### src/rtl/sdm_pkg.sv
// Shared constants, mode encoding and the saturation helper for the multi-channel
// sigma-delta modulator.
package sdm_pkg;

  localparam logic [15:0] LFSR_POLY = 16'hB400;
  localparam logic [15:0] LFSR_SEED = 16'hACE1;

  typedef enum logic {
    MODE_1ST = 1'b0,
    MODE_2ND = 1'b1
  } mode_e;

  typedef struct packed {
    logic signed [31:0] val;
    logic               clamp;
  } sat_t;

  // Symmetric clamp to +/-(2^(gw-1)-1); the flag feeds the sticky overflow bit.
  function automatic sat_t sat(input logic signed [31:0] v, input int gw);
    logic signed [31:0] lim;
    sat_t               r;
    lim     = (32'sd1 <<< (gw - 1)) - 32'sd1;
    r.val   = v;
    r.clamp = 1'b0;
    if (v > lim) begin
      r.val   = lim;
      r.clamp = 1'b1;
    end else if (v < -lim) begin
      r.val   = -lim;
      r.clamp = 1'b1;
    end
    return r;
  endfunction

endpackage

### src/rtl/sdm_mc_chan.sv
// One modulator channel: 1st-order accumulator or 2nd-order saturating integrator
// pair, registered output bit and sticky overflow flag.
module sdm_mc_chan
  import sdm_pkg::*;
#(
  parameter int W  = 12,
  parameter int GW = W + 4,
  parameter int D  = 2
) (
  input  logic         clk_fast,
  input  logic         rst,
  input  logic         en,
  input  mode_e        mode_r,
  input  logic         mode_chg,
  input  logic         dither_en,
  input  logic         ovf_clr,
  input  logic [W-1:0] s,
  input  logic [D-1:0] lfsr_bits,
  output logic         dout,
  output logic         ovf
);

  localparam int H    = 1 << (W - 1);
  localparam int DOFF = 1 << (D - 1);

  // Only the low W bits of the 1st-order accumulator persist; its carry lives in dout.
  logic [W-1:0]        acc;
  logic [W:0]          acc_n;
  logic signed [GW-1:0] i1, i2;
  logic signed [31:0]  x, fb, d;
  sat_t                i1s, i2s;
  logic                unused_hi;

  // NOTE: every signal written in always_comb is given a value first, so no latch can form.
  always_comb begin
    acc_n = {1'b0, s} + {1'b0, acc};
    x     = 32'(s) - H;
    fb    = dout ? H : -H;
    d     = dither_en ? 32'(lfsr_bits) - DOFF : '0;
    i1s   = sat(32'(i1) + x + d - fb, GW);
    i2s   = sat(32'(i2) + i1s.val - fb, GW);
  end

  assign unused_hi = ^{i1s.val[31:GW], i2s.val[30:GW]};

  // NOTE: state is updated with non-blocking assignments so every register sees pre-edge values.
  always_ff @(posedge clk_fast) begin
    if (rst) begin
      acc  <= '0;
      i1   <= '0;
      i2   <= '0;
      dout <= 1'b0;
      ovf  <= 1'b0;
    end else begin
      if (ovf_clr) ovf <= 1'b0;
      if (en) begin
        if (mode_chg) begin
          acc  <= '0;
          i1   <= '0;
          i2   <= '0;
          dout <= 1'b0;
        end else if (mode_r == MODE_1ST) begin
          acc  <= acc_n[W-1:0];
          dout <= acc_n[W];
        end else begin
          i1   <= i1s.val[GW-1:0];
          i2   <= i2s.val[GW-1:0];
          dout <= ~i2s.val[31];
          // Written after the clear so a clamp in the same cycle wins.
          if (i1s.clamp || i2s.clamp) ovf <= 1'b1;
        end
      end
    end
  end

endmodule

### src/rtl/sdm_mc.sv
// Multi-channel sigma-delta modulator top: shadow/active sample banks with a
// valid/ready handshake, mode register, shared dither LFSR and per-channel datapaths.
module sdm_mc
  import sdm_pkg::*;
#(
  parameter int W  = 12,
  parameter int CH = 2,
  parameter int GW = W + 4,
  parameter int D  = 2
) (
  input  logic            clk_fast,
  input  logic            rst,
  input  logic            en,
  input  logic            din_valid,
  output logic            din_ready,
  input  logic [CH*W-1:0] din,
  input  logic            mode,
  input  logic            dither_en,
  input  logic            ovf_clr,
  output logic [CH-1:0]   dout,
  output logic [CH-1:0]   ovf
);

  localparam logic [W-1:0] HALF = {1'b1, {(W-1){1'b0}}};

  logic [CH*W-1:0] shadow, active;
  logic            shadow_full, accept, mode_chg;
  mode_e           mode_r;
  logic [15:0]     lfsr;

  // A tick empties the shadow, so it can take a new bank in the same cycle.
  assign din_ready = ~shadow_full | en;
  assign accept    = din_valid & din_ready;
  assign mode_chg  = (mode != mode_r);

  always_ff @(posedge clk_fast) begin
    if (rst) begin
      shadow      <= '0;
      shadow_full <= 1'b0;
      active      <= {CH{HALF}};
      mode_r      <= MODE_1ST;
      lfsr        <= LFSR_SEED;
    end else begin
      if (en) begin
        if (shadow_full) active <= shadow;
        if (mode_chg) mode_r <= mode_e'(mode);
        lfsr <= lfsr[0] ? ((lfsr >> 1) ^ LFSR_POLY) : (lfsr >> 1);
      end
      if (accept) begin
        shadow      <= din;
        shadow_full <= 1'b1;
      end else if (en) begin
        shadow_full <= 1'b0;
      end
    end
  end

  for (genvar c = 0; c < CH; c++) begin : g_chan
    sdm_mc_chan #(.W(W), .GW(GW), .D(D)) u_chan (
      .clk_fast  (clk_fast),
      .rst       (rst),
      .en        (en),
      .mode_r    (mode_r),
      .mode_chg  (mode_chg),
      .dither_en (dither_en),
      .ovf_clr   (ovf_clr),
      .s         (active[c*W +: W]),
      .lfsr_bits (lfsr[c*D +: D]),
      .dout      (dout[c]),
      .ovf       (ovf[c])
    );
  end

endmodule

### config.mk
export PLATFORM = sky130hd
export DESIGN_NAME = sdm_mc
export DESIGN_NICKNAME = d
export VERILOG_FILES = /design/src/rtl/sdm_pkg.sv /design/src/rtl/sdm_mc_chan.sv /design/src/rtl/sdm_mc.sv
export SDC_FILE = /design/constraint.sdc
export NUM_CORES = 1
export LEC_CHECK = 0
export CORE_ASPECT_RATIO = 0.75
export CORE_MARGIN = 2
export CORE_UTILIZATION = 50
export CTS_CLUSTER_DIAMETER = 100
export DETAILED_ROUTE_END_ITERATION = 10
export PLACE_DENSITY = 0.66
export SYNTH_ARGS = -nofsm -noshare
export SYNTH_HDL_FRONTEND = slang
export SYNTH_HIERARCHICAL = 1
export SYNTH_SLANG_ARGS = --single-unit
### constraint.sdc
create_clock -name clk_fast -period 27.4 [get_ports clk_fast]
set_input_delay 4.11 -clock clk_fast [delete_from_list [all_inputs] [get_ports clk_fast]]
set_output_delay 4.11 -clock clk_fast [all_outputs]
set_load 0.02 [all_outputs]
## Word-level counts from Yosys, hierarchy flattened

Index checks and enable logic that the tools add are counted.

| storage, ports and cells | value |
|---|---|
| bits of input ports | 31 |
| word-level logic and storage cells | 96 |
| bits in registers | 158 |

| operators by class | value |
|---|---|
| reduce and logical (&&, ||, !) cells | 8 |
| magnitude comparators | 8 |
| eq/ne operators | 2 |
| add/sub/neg operators | 16 |
| muxes and demuxes | 41 |
| bitwise operators | 6 |

Operators by type and width:

| operator | number |
|---|---|
| $mux W33 | 8 |
| $mux W16 | 9 |
| $gt A32 B16 Y1 const B | 4 |
| $lt A32 B16 Y1 const B | 4 |
| $mux W32 | 4 |
| $sub A32 B32 Y32 | 4 |
| $add A16 B32 Y32 | 2 |
| $add A32 B32 Y32 | 2 |
| $mux W12 | 4 |
| $add A16 B13 Y17 | 2 |
| $add A12 B12 Y13 | 2 |
| $sub A12 B12 Y13 const B | 2 |
| $mux W1 | 16 |
| $reduce_and A2 Y1 | 4 |
| $sub A2 B2 Y3 const B | 2 |
| $not A3 Y4 | 1 |
| $reduce_bool A2 Y1 | 2 |
| $not A1 Y1 | 3 |
| $logic_or A1 B1 Y1 | 2 |
| $ne A2 B1 Y1 const B | 1 |
| $and A1 B1 Y1 | 1 |
| $ne A1 B1 Y1 | 1 |
| $or A1 B1 Y1 | 1 |

## Depth between registers and ports, before layout

Gate-level depths: netlist of the first run.

| depth | value |
|---|---|
| depth after elaboration | 17 |
| depth in mapped cells | 39 |
| gate-level depth less buffers | 36 |

## By module

Netlist of the first run, hierarchy kept.

Modules (own cells, without submodules):

| module | area each (um^2) | sequential area each (um^2) | instances | cells each |
|---|---|---|---|---|
| sdm_mc_chan at g_chan[1].u_chan | 6,829.0 | 920.9 | 1 | 871 |
| sdm_mc_chan at g_chan[0].u_chan | 6,739.0 | 920.9 | 1 | 842 |
| sdm_mc | 2,655.0 | 1,321.3 | 1 | 280 |

## Least setup slack after synthesis of the first run

OpenSTA, ideal clock, no wires.

| timing | value |
|---|---|
| kind | in2reg |
| from | in dither_en |
| to | reg g_chan[0].u_chan.i2[10] |
| arrival time | 12,070 ps |
| path slack | 15,270 ps |
| stages on the path | 34 |
| setup time | 60 ps |
| cell sequence | nand2b_1 > inv_1 > fa_1 > ha_1 > a21oi_1 > o211ai_1 > o21a_1 > nand2_1 > nand3_1 > a31o_2 > a21oi_1 > xnor2_1 > nor3_1 > or4b_2 > ha_1 > clkbuf_1 > a311oi_1 > nor2_1 > fa_1 > ha_1 > clkbuf_1 > nand4_1 > nor2_1 > o2bb2ai_1 > nor3_1 > a21oi_2 > a41oi_1 > nor3_1 > xnor2_2 > nand4_1 > ha_1 > nor2_1 > clkbuf_1 > a221o_1 |

| on the way | value |
|---|---|
| cells in the longest elaborated chain, start to end | 13 |

Ends and longest elaborated chain:

| item | RTL line | RTL |
|---|---|---|
| start, declared | sdm_mc.sv:18 | `input logic dither_en,` |
| $mux W32 (*) | sdm_mc_chan.sv:39 | `d = dither_en ? 32'(lfsr_bits) - DOFF : '0;` |
| $add A32 B32 Y32 (*) | sdm_mc_chan.sv:40 | `i1s = sat(32'(i1) + x + d - fb, GW);` |
| $sub A32 B32 Y32 (*) | sdm_mc_chan.sv:40 |  |
| $lt A32 B16 Y1 | sdm_pkg.sv:28 | `end else if (v < -lim) begin` |
| $mux W33 | sdm_pkg.sv:28 |  |
| $mux W33 (*) | sdm_pkg.sv:25 | `if (v > lim) begin` |
| $add A16 B32 Y32 (*) | sdm_mc_chan.sv:41 | `i2s = sat(32'(i2) + i1s.val - fb, GW);` |
| $sub A32 B32 Y32 (*) | sdm_mc_chan.sv:41 |  |
| $lt A32 B16 Y1 | sdm_pkg.sv:28 |  |
| $mux W33 | sdm_pkg.sv:28 |  |
| $mux W33 (*) | sdm_pkg.sv:25 |  |
| $mux W16 (*) | sdm_mc_chan.sv:62 | `end else if (mode_r == MODE_1ST) begin` |
| $mux W16 (*) | sdm_mc_chan.sv:57 | `if (mode_chg) begin` |
| end signal, assigned | sdm_mc_chan.sv:67 | `i2 <= i2s.val[GW-1:0];` |
| end, declared | sdm_mc_chan.sv:29 | `logic signed [GW-1:0] i1, i2;` |

Mark *: on every way between the ends. The rest lies on a longest branch, timed or not. The select of a mux whose other input is x is not followed.
A chain may end at the register's enable or synchronous reset.

## Final worst setup path of the first run

| timing | value |
|---|---|
| from | in dither_en |
| to | reg g_chan[1].u_chan.i2[10] |

| on the way | value |
|---|---|
| cells in the longest elaborated chain, start to end | 13 |

Ends and longest elaborated chain:

| item | RTL line |
|---|---|
| $mux W32 (*) | sdm_mc_chan.sv:39 |
| $add A32 B32 Y32 (*) | sdm_mc_chan.sv:40 |
| $sub A32 B32 Y32 (*) | sdm_mc_chan.sv:40 |
| $lt A32 B16 Y1 | sdm_pkg.sv:28 |
| $mux W33 | sdm_pkg.sv:28 |
| $mux W33 (*) | sdm_pkg.sv:25 |
| $add A16 B32 Y32 (*) | sdm_mc_chan.sv:41 |
| $sub A32 B32 Y32 (*) | sdm_mc_chan.sv:41 |
| $lt A32 B16 Y1 | sdm_pkg.sv:28 |
| $mux W33 | sdm_pkg.sv:28 |
| $mux W33 (*) | sdm_pkg.sv:25 |
| $mux W16 (*) | sdm_mc_chan.sv:62 |
| $mux W16 (*) | sdm_mc_chan.sv:57 |
| end signal, assigned | sdm_mc_chan.sv:67 |
| end, declared | sdm_mc_chan.sv:29 |

Marks and branches as above.

==> flow_summary.json, run 1 <==
{
  "syn-cell-area_um2": 16200,
  "drive_gt1_frac": 0.0691,
  "yosysSeqAreaShare": 0.195,
  "synth-main-ff-cell": "dfxtp_1",
  "placedCellCount": 2393,
  "nNetsFinal": 2255,
  "initial_utilization": 0.504,
  "drc": 0,
  "die_y_um": 160,
  "final-setup-viol-count": 0,
  "std_cell_rows": 57,
  "detail_route.iter0.violations": 1173,
  "insertion_delay_ps": 440,
  "timing.final.crit_share": 0.496,
  "synth_largest_area_cell": "dfxtp_1",
  "crit_required_ps": 27690,
  "dr_wl_met2_mm": 16.6,
  "syn-num-nets": 2278,
  "synth.area.top_cells": "dfxtp_1, ha_1, fa_1",
  "slew_headroom": 0.218,
  "design.core.area_um2": 32200,
  "numPortBuffers": 35,
  "wl_met3_mm": 1.76,
  "status": "complete, no violations",
  "fin_skew_ps": 10.3,
  "synth_top_area_frac": 0.195,
  "finalHoldViolations": 0,
  "cts.clk_slew.worst_paths_ps": 70,
  "cts-hold-fix-buffers": 0,
  "via_per_inst": 5.68,
  "routabilityCongestion": 0.903,
  "critPathKind": "in2reg",
  "area.growth.synth_to_final_pct": 7.05,
  "worst_path_most_repeated_cell": "ha_1",
  "cts_tree": "built",
  "mostFrequentLayoutCells": "inv_1, a21oi_1, ha_1",
  "fp.dieW_um": 212,
  "cp_max_fo": 17,
  "synthArstFlopShare": 0,
  "crit_path_max_incr_delay_ps": 790,
  "hold_class": "reg2reg",
  "worst_slew_pin_slew_ps": 1170,
  "cts_setup_buffers": 0,
  "synthCells": 1993,
  "antenna_found_initial": 0,
  "fillers": 3060,
  "h-tree-depth": 4,
  "vias": 13800,
  "clkSinkCount": 158,
  "drtAntennaViolNets": 0,
  "root_buffer": "clkbuf_16",
  "syn_area_per_cell_um2": 8.14,
  "maxCapViolCount": 0,
  "ys_ff_latch": 158,
  "grt_use_total": 0.238,
  "grt_max_degree": 71,
  "timing.final.max_slew_violations": 0,
  "setup_tns_ps": 0,
  "ios": 36,
  "start_kind": "input pin",
  "drt-met1-wl_mm": 20.5,
  "min_period_ps": 13580,
  "drt-total-wl_mm": 39.3,
  "clock_path_buffers": 2,
  "layout_commonest_cell": "inv_1",
  "n_antenna_cell": 0,
  "numCtsBuffers": 17,
  "synth.distinct_cells": 100,
  "cp_slowest_cell": "fa_1",
  "first_global_vias": 13200,
  "cts_resized": 0,
  "endpoint_kind": "flop",
  "maxUsedRoutingLayer": "met4",
  "ys.warnings.count": 6,
  "fmax_mhz": 73.6,
  "cp.arrival_ps": 13870,
  "grt_overflow_total": 0,
  "firstDrtPassIters": 6,
  "design.die.area_um2": 33900,
  "synth_edf_count": 0,
  "dp.final_hpwl_mm": 30.6,
  "final_cells": 2425,
  "wl_per_cell_um": 16.2,
  "rsz0062_at_grt": "false",
  "grt_pass1_wl_mm": 66.3
}
-- per-layer routing --
| layer | vias up | global-route usage |
|---|---|---|
| li1 | 6923 | - |
| met1 | 6500 | 0.363 |
| met2 | 311 | 0.363 |
| met3 | 33 | 0.0264 |
| met4 | 0 | 0.0445 |
| met5 | - | 0 |
-- cell usage after synthesis (all sizes together) (19+ instances only) --
library cell and n:
and2 19, xor2 47, nor3 32, nand2b 19, inv 237, a211oi 46, o21bai 20, nor2 168
o21a 29, dfxtp 158, xnor2 58, a21bo 26, a21o 28, clkbuf 57, buf 34, a21oi 208
nand2 145, o211ai 19, a22oi 32, nand3 39, nand4 23, ha 172, o21ai 93, fa 82
-- critical path: cells and delay by family --
family / cells / cell delay (ps)
fa+ha+maj: 6 / 2830
simple gates: 7 / 1930
buf+inv: 5 / 1330
mux: 1 / 370
compound gates: 13 / 3290
-- cell type report --
class,instances,area [um^2],area share
Tap cell,442,553,0.0318
Timing Repair Buffer,49,453,0.0261
Clock inverter,14,133,0.00764
Multi-Input combinational cell,1505,11700,0.676
Clock buffer,18,429,0.0247
Sequential cell,158,3170,0.182
Inverter,239,897,0.0517
-- metrics by stage --
stage          hold WS (ps)  worst slack, ps  area [um^2]   util
2_1_floorplan           429            15270        16200      -
3_3_place_gp            438            13590        16800  0.522
3_5_place_dp            446            13380        16800  0.522
4_1_cts                 456            13800        17400  0.540
5_1_grt                 475            12850        17400  0.540
6_report                451            13820        17400  0.540
-- final timing paths --
kind	from	to	slack [ps]	depth (start not counted)
worst min-delay path	shadow[22]	active[22]	450	2
worst min register to register	shadow[22]	active[22]	450	2
worst max-delay path	dither_en	g_chan[1].u_chan/i2[10]	13820	32
worst max register to register	g_chan[0].u_chan/dout	g_chan[0].u_chan/i2[14]	17570	29
-- sequential cells by signal, summed over array words and instances (netlist names) --
name	cells
g_chan.u_chan/i1	32
g_chan.u_chan/i2	32
active	24
g_chan.u_chan/acc	24
shadow	24
lfsr	16
g_chan.u_chan/dout	2
g_chan.u_chan/ovf	2
mode_r	1
shadow_full	1
-- cells by family after synthesis --
group,Yosys count,share of synthesized area
xor+xnor,106,0.0595
mux,13,0.00810
simple gates,522,0.154
fa+ha+maj,254,0.234
buf+inv,330,0.0823
compound gates,610,0.267
flops,158,0.195
Power of run 1 is left out: the tool's default activity adds up to more than one toggle a clock period on the data nets, which glitch-free logic cannot reach.
==> run 2, diff against run 1 <==
- PLACE_DENSITY: 0.66 -> 0.69
- clock period: 27.4 -> 12.06 ns (I/O delays scaled with it)
==> flow_summary.json, run 2 (synthesized netlist as in run 1, its figures left out) <==
{
  "ios": 36,
  "min_path_cells": 2,
  "r2r_slack_ps": 2220,
  "drive_gt1_frac": 0.0714,
  "cts.clk_slew.worst_paths_ps": 70,
  "design_area_um2": 17400,
  "finalHoldViolations": 0,
  "slew_headroom": 0.265,
  "fin_skew_ps": 9.92,
  "crit_required_ps": 12430,
  "routabilityCongestion": 0.954,
  "endpoint_kind": "flop",
  "fillers": 2986,
  "numPortBuffers": 35,
  "reg_top3": "g_chan.u_chan/i1 (32), g_chan.u_chan/i2 (32)",
  "placed_area_um2": 16800,
  "maxCapViolCount": 0,
  "timing.final.max_slew_violations": 0,
  "cts-hold-fix-buffers": 0,
  "cts_tree": "built",
  "clock_path_buffers": 2,
  "die_y_um": 160,
  "rsz0062_at_grt": "false",
  "setup_tns_ps": 0,
  "grt_pass1_wl_mm": 67.5,
  "clkSinkCount": 158,
  "grt_overflow_total": 0,
  "placedCellCount": 2398,
  "cp_max_fo": 16,
  "antenna_found_initial": 0,
  "worst_slew_pin_slew_ps": 1100,
  "start_kind": "input pin",
  "nNetsFinal": 2260,
  "via_per_inst": 5.72,
  "final_cells": 2430,
  "cp_slowest_cell": "nor2_1",
  "drtAntennaViolNets": 0,
  "final-setup-viol-count": 0,
  "area.growth.synth_to_final_pct": 7.33,
  "h-tree-depth": 4,
  "r2r-end": "g_chan[1].u_chan/i2[10]",
  "hold_start": "shadow[6]",
  "cp.arrival_ps": 11630,
  "design.core.area_um2": 32200,
  "design.die.area_um2": 33900,
  "layout_commonest_cell": "inv_1",
  "n_antenna_cell": 0,
  "detail_route.iter0.violations": 1039,
  "insertion_delay_ps": 430,
  "grt_max_degree": 69,
  "cts_resized": 0,
  "firstDrtPassIters": 5,
  "crit_path_max_incr_delay_ps": 860,
  "grt_use_total": 0.242,
  "wl_per_cell_um": 16.2,
  "drc": 0,
  "status": "complete, no violations",
  "root_buffer": "clkbuf_16",
  "fmax_mhz": 88.8,
  "drt-total-wl_mm": 39.4,
  "numCtsBuffers": 17,
  "vias": 13900,
  "std_cell_rows": 57,
  "initial_utilization": 0.504,
  "fp.dieW_um": 212,
  "min_period_ps": 11260,
  "hold_class": "reg2reg",
  "timing.final.crit_share": 0.933,
  "cts_setup_buffers": 0,
  "worstReg2RegStart": "g_chan[1].u_chan/dout",
  "dp.final_hpwl_mm": 30.8,
  "min_to": "active[6]",
  "mostFrequentLayoutCells": "inv_1, a21oi_1, ha_1",
  "critPathKind": "in2reg",
  "r2r.worst_path.cells": 31,
  "first_global_vias": 13500
}
-- run 2: routing by layer --
metal / track usage / part of all wire / up-vias
met1: 0.370 / 0.52 / 6564
met3: 0.0299 / 0.049 / 42
met4: 0.0509 / 0.014 / 0
met2: 0.361 / 0.41 / 359
li1: - / - / 6946
met5: 0 / 0 / -
-- run 2: layout make-up --
type | count | area [um^2] | area share
Inverter | 239 | 897 | 0.0515
Clock inverter | 14 | 141 | 0.00812
Clock buffer | 18 | 429 | 0.0246
Multi-Input combinational cell | 1505 | 11700 | 0.674
Sequential cell | 158 | 3170 | 0.182
Tap cell | 442 | 553 | 0.0318
Timing Repair Buffer | 54 | 490 | 0.0282
-- run 2: metrics by stage --
step                hold slack (ps)  setup WS, ps   util
floorplan                       429          2230      -
global placement                438           783  0.524
detailed placement              441           518  0.524
CTS                             451           939  0.541
global route                    470          45.8  0.541
finish                          452           804  0.541
-- run 2: worst max-delay path, delay by kind of cell --
kind | cells | cell delay (ps)
AO/OA/AOI/OAI | 12 | 3420
AND/OR/NAND/NOR | 8 | 2790
adder cells (fa/ha/maj) | 6 | 2400
buffers and inverters | 3 | 880
XOR/XNOR | 2 | 310
-- run 2: worst max path at each step --
stage                     startpoint                      end  slack [ps]  cells after the start
after floorplan            dither_en  g_chan[0].u_chan/i2[10]        2230                     34
after global placement     dither_en  g_chan[1].u_chan/i2[10]         780                     32
after detailed placement   dither_en  g_chan[1].u_chan/i2[10]         520                     31
after CTS                  dither_en  g_chan[1].u_chan/i2[10]         940                     31
after global routing       dither_en  g_chan[0].u_chan/i2[10]          50                     33
final                      dither_en   g_chan[0].u_chan/i2[1]         800                     31
Power of run 2 is left out for the same reason.
==> run 3, diff against run 2 <==
- CORE_MARGIN: 2 -> 1
- SYNTH_HIERARCHICAL: 1 -> unset
==> flow_summary.json, run 3 <==
{
  "status": "complete, no violations",
  "min_period_ps": 11200,
  "ios": 36,
  "power_density_nw_per_um2": 310,
  "mostFrequentLayoutCells": "inv_1, ha_1, nand2_1",
  "cp_max_fo": 13,
  "drive_gt1_frac": 0.0405,
  "nNetsFinal": 2272,
  "wl_met3_mm": 2.48,
  "fmax_mhz": 89.3,
  "cp_slowest_cell": "fa_1",
  "slew_headroom": 0.128,
  "numPortBuffers": 35,
  "fin_skew_ps": 16.9,
  "final-setup-viol-count": 0,
  "endpoint_kind": "flop",
  "critPathKind": "reg2reg",
  "clkSinkCount": 158,
  "vias": 13800,
  "cp.depth": 46,
  "critical-path-top-delay-family": "compound AO/OA/AOI/OAI gates",
  "timing.final.crit_share": 0.929,
  "grt_pass1_wl_mm": 65.6,
  "maxCapViolCount": 0,
  "synth_most_common_cell": "inv_1",
  "drt-total-wl_mm": 39.8,
  "placed_area_um2": 16300,
  "r2r-end": "g_chan[0].u_chan.i2[1]",
  "timing.final.max_slew_violations": 0,
  "synth.distinct_cells": 77,
  "multiInputGateArea_um2": 11300,
  "drc": 0,
  "seq_area_um2": 3160,
  "fillers": 2863,
  "clkPwrFrac": 0.105,
  "synthCells": 1986,
  "cp.arrival_ps": 11510,
  "min_path_cells": 2,
  "cts-hold-fix-buffers": 0,
  "leakage_nw": 7.57,
  "drtAntennaViolNets": 0,
  "fp.dieW_um": 206,
  "yosysSeqAreaShare": 0.203,
  "sequentialPowerShare": 0.121,
  "wl_per_cell_um": 16.6,
  "syn-cell-area_um2": 15600,
  "syn-num-nets": 2272,
  "ys.warnings.count": 0,
  "synth_largest_area_cell": "dfxtp_1",
  "initial_utilization": 0.513,
  "root_buffer": "clkbuf_16",
  "first_global_vias": 12900,
  "worstReg2RegStart": "active[0]",
  "synth_edf_count": 0,
  "synth.area.top_cells": "dfxtp_1, ha_1, fa_1",
  "cts_tree": "built",
  "design.die.area_um2": 31900,
  "path_buf_inv": 3,
  "insertion_delay_ps": 430,
  "crit_required_ps": 12370,
  "r2r.worst_path.cells": 46,
  "die_y_um": 155,
  "routabilityCongestion": 0.947,
  "via_per_inst": 5.78,
  "dr_wl_met2_mm": 16.4,
  "firstDrtPassIters": 5,
  "synth-main-ff-cell": "dfxtp_1",
  "cp-endpoint": "g_chan[0].u_chan.i2[1]",
  "grt_overflow_total": 0,
  "grt_use_total": 0.254,
  "start_kind": "flop",
  "power.internal_mw": 2.46,
  "rsz0062_at_grt": "false",
  "cts.clk_slew.worst_paths_ps": 80,
  "synth_top_area_frac": 0.203,
  "yosys-top-cells-count": "inv_1, ha_1, nand2_1, a21oi_1, dfxtp_1",
  "area.growth.synth_to_final_pct": 8.40,
  "worst_slew_pin_slew_ps": 1310,
  "ys_ff_latch": 158,
  "reg_top3": "g_chan.u_chan.i1 (32), g_chan.u_chan.i2 (32)",
  "combPwrFrac": 0.773,
  "design.core.area_um2": 30400,
  "setup_tns_ps": 0,
  "dp.final_hpwl_mm": 30.8,
  "cts_setup_buffers": 0,
  "vdd_ir_drop_max_mv": 0.201,
  "crit_path_max_incr_delay_ps": 450,
  "maxUsedRoutingLayer": "met5",
  "design_area_um2": 16900,
  "switchingPower_mw": 2.78,
  "layout_commonest_cell": "inv_1",
  "finalPower_mw": 5.24,
  "std_cell_rows": 55,
  "p_sw_frac": 0.530,
  "numCtsBuffers": 17,
  "finalHoldViolations": 0,
  "hold_class": "reg2reg",
  "r2r_slack_ps": 860,
  "drt-met1-wl_mm": 20.5,
  "syn_area_per_cell_um2": 7.85,
  "antenna_found_initial": 1,
  "worstSetupStartpoint": "active[0]",
  "synthArstFlopShare": 0,
  "n_antenna_cell": 0,
  "detail_route.iter0.violations": 1085,
  "clock_path_buffers": 2,
  "grt_max_degree": 87,
  "h-tree-depth": 4
}
## run 3: cell types whose count changed in the layout (fill, tap and decap cells not counted), moves of 23 or more
cell / previous run / this run
nand2_1: 144 / 199
a21bo_1: 24 / 0
o21a_1: 29 / 52
inv_1: 237 / 213
a211oi_1: 37 / 13
a21oi_2: 28 / 0
o21ai_1: 7 / 35
fa_1: 82 / 52
ha_1: 172 / 202
xnor2_1: 56 / 86
nor2b_1: 17 / 49
nor2_1: 168 / 122
## run 3: area by class of cell
cell class	instances	area share
clock buffer	17	0.0252
clock inverter	15	0.00999
inverter	213	0.0473
multi-input combinational	1539	0.670
sequential	158	0.187
tap	399	0.0295
timing repair buffer	57	0.0304
## run 3: cell families (layout without fill, tap and decap cells)
family | Yosys count | after routing | synth area share
compound gates | 589 | 589 | 0.245
simple gates | 550 | 550 | 0.169
buf+inv | 289 | 302 | 0.0715
fa+ha+maj | 255 | 255 | 0.230
flops | 158 | 158 | 0.203
xor+xnor | 136 | 136 | 0.0764
mux | 9 | 9 | 0.00578
## run 3: worst min-delay path by stage
stage / slack [ps] / end / start
floorplan: 430 / g_chan[1].u_chan.ovf / g_chan[1].u_chan.ovf
detailed placement: 440 / active[8] / shadow[8]
CTS: 450 / active[8] / shadow[8]
global route: 470 / active[8] / shadow[8]
global placement: 440 / lfsr[6] / lfsr[7]
finish: 450 / active[19] / shadow[19]
## run 3: worst min-delay path, delay by kind of cell (launching register included)
kind | cells | cell delay, ps
AOI/OAI and AO/OA | 1 | 50
DFF | 1 | 310
and+or+nand+nor | 1 | 50
## run 3: per-layer routing
metal,GRT usage,vias to the layer above
met5,0,-
met4,0.0406,2
met3,0.0333,36
met2,0.384,407
li1,-,6945
met1,0.386,6459
## run 3: metrics by stage
stage | instances | utilization | worst slack (ps) | hold slack [ps]
after floorplan | 1986 | - | 2100 | 430
after global placement | 2366 | 0.536 | 788 | 436
after detailed placement | 2366 | 0.536 | 706 | 442
after CTS | 2398 | 0.555 | 861 | 449
after global routing | 2398 | 0.556 | 18.2 | 470
final | 2398 | 0.556 | 856 | 447
## run 3: power groups by stage
| stage | sequential, mW | clock [mW] | combinational [mW] |
|---|---|---|---|
| 2_1_floorplan | 0.638 | 0 | 3.02 |
| 3_3_place_gp | 0.645 | 0 | 3.90 |
| 3_5_place_dp | 0.644 | 0 | 3.94 |
| 4_1_cts | 0.633 | 0.561 | 3.97 |
| 5_1_grt | 0.642 | 0.585 | 4.45 |
| 6_report | 0.635 | 0.552 | 4.05 |
## run 3: timing repair
| item | in CTS | in global routing |
|---|---|---|
| resized for setup | 0 | 7 |
| hold endpoints to repair | 0 | 0 |
| endpoints found under the setup margin | 0 | 15 |
Power figures use the tool's default switching activity.
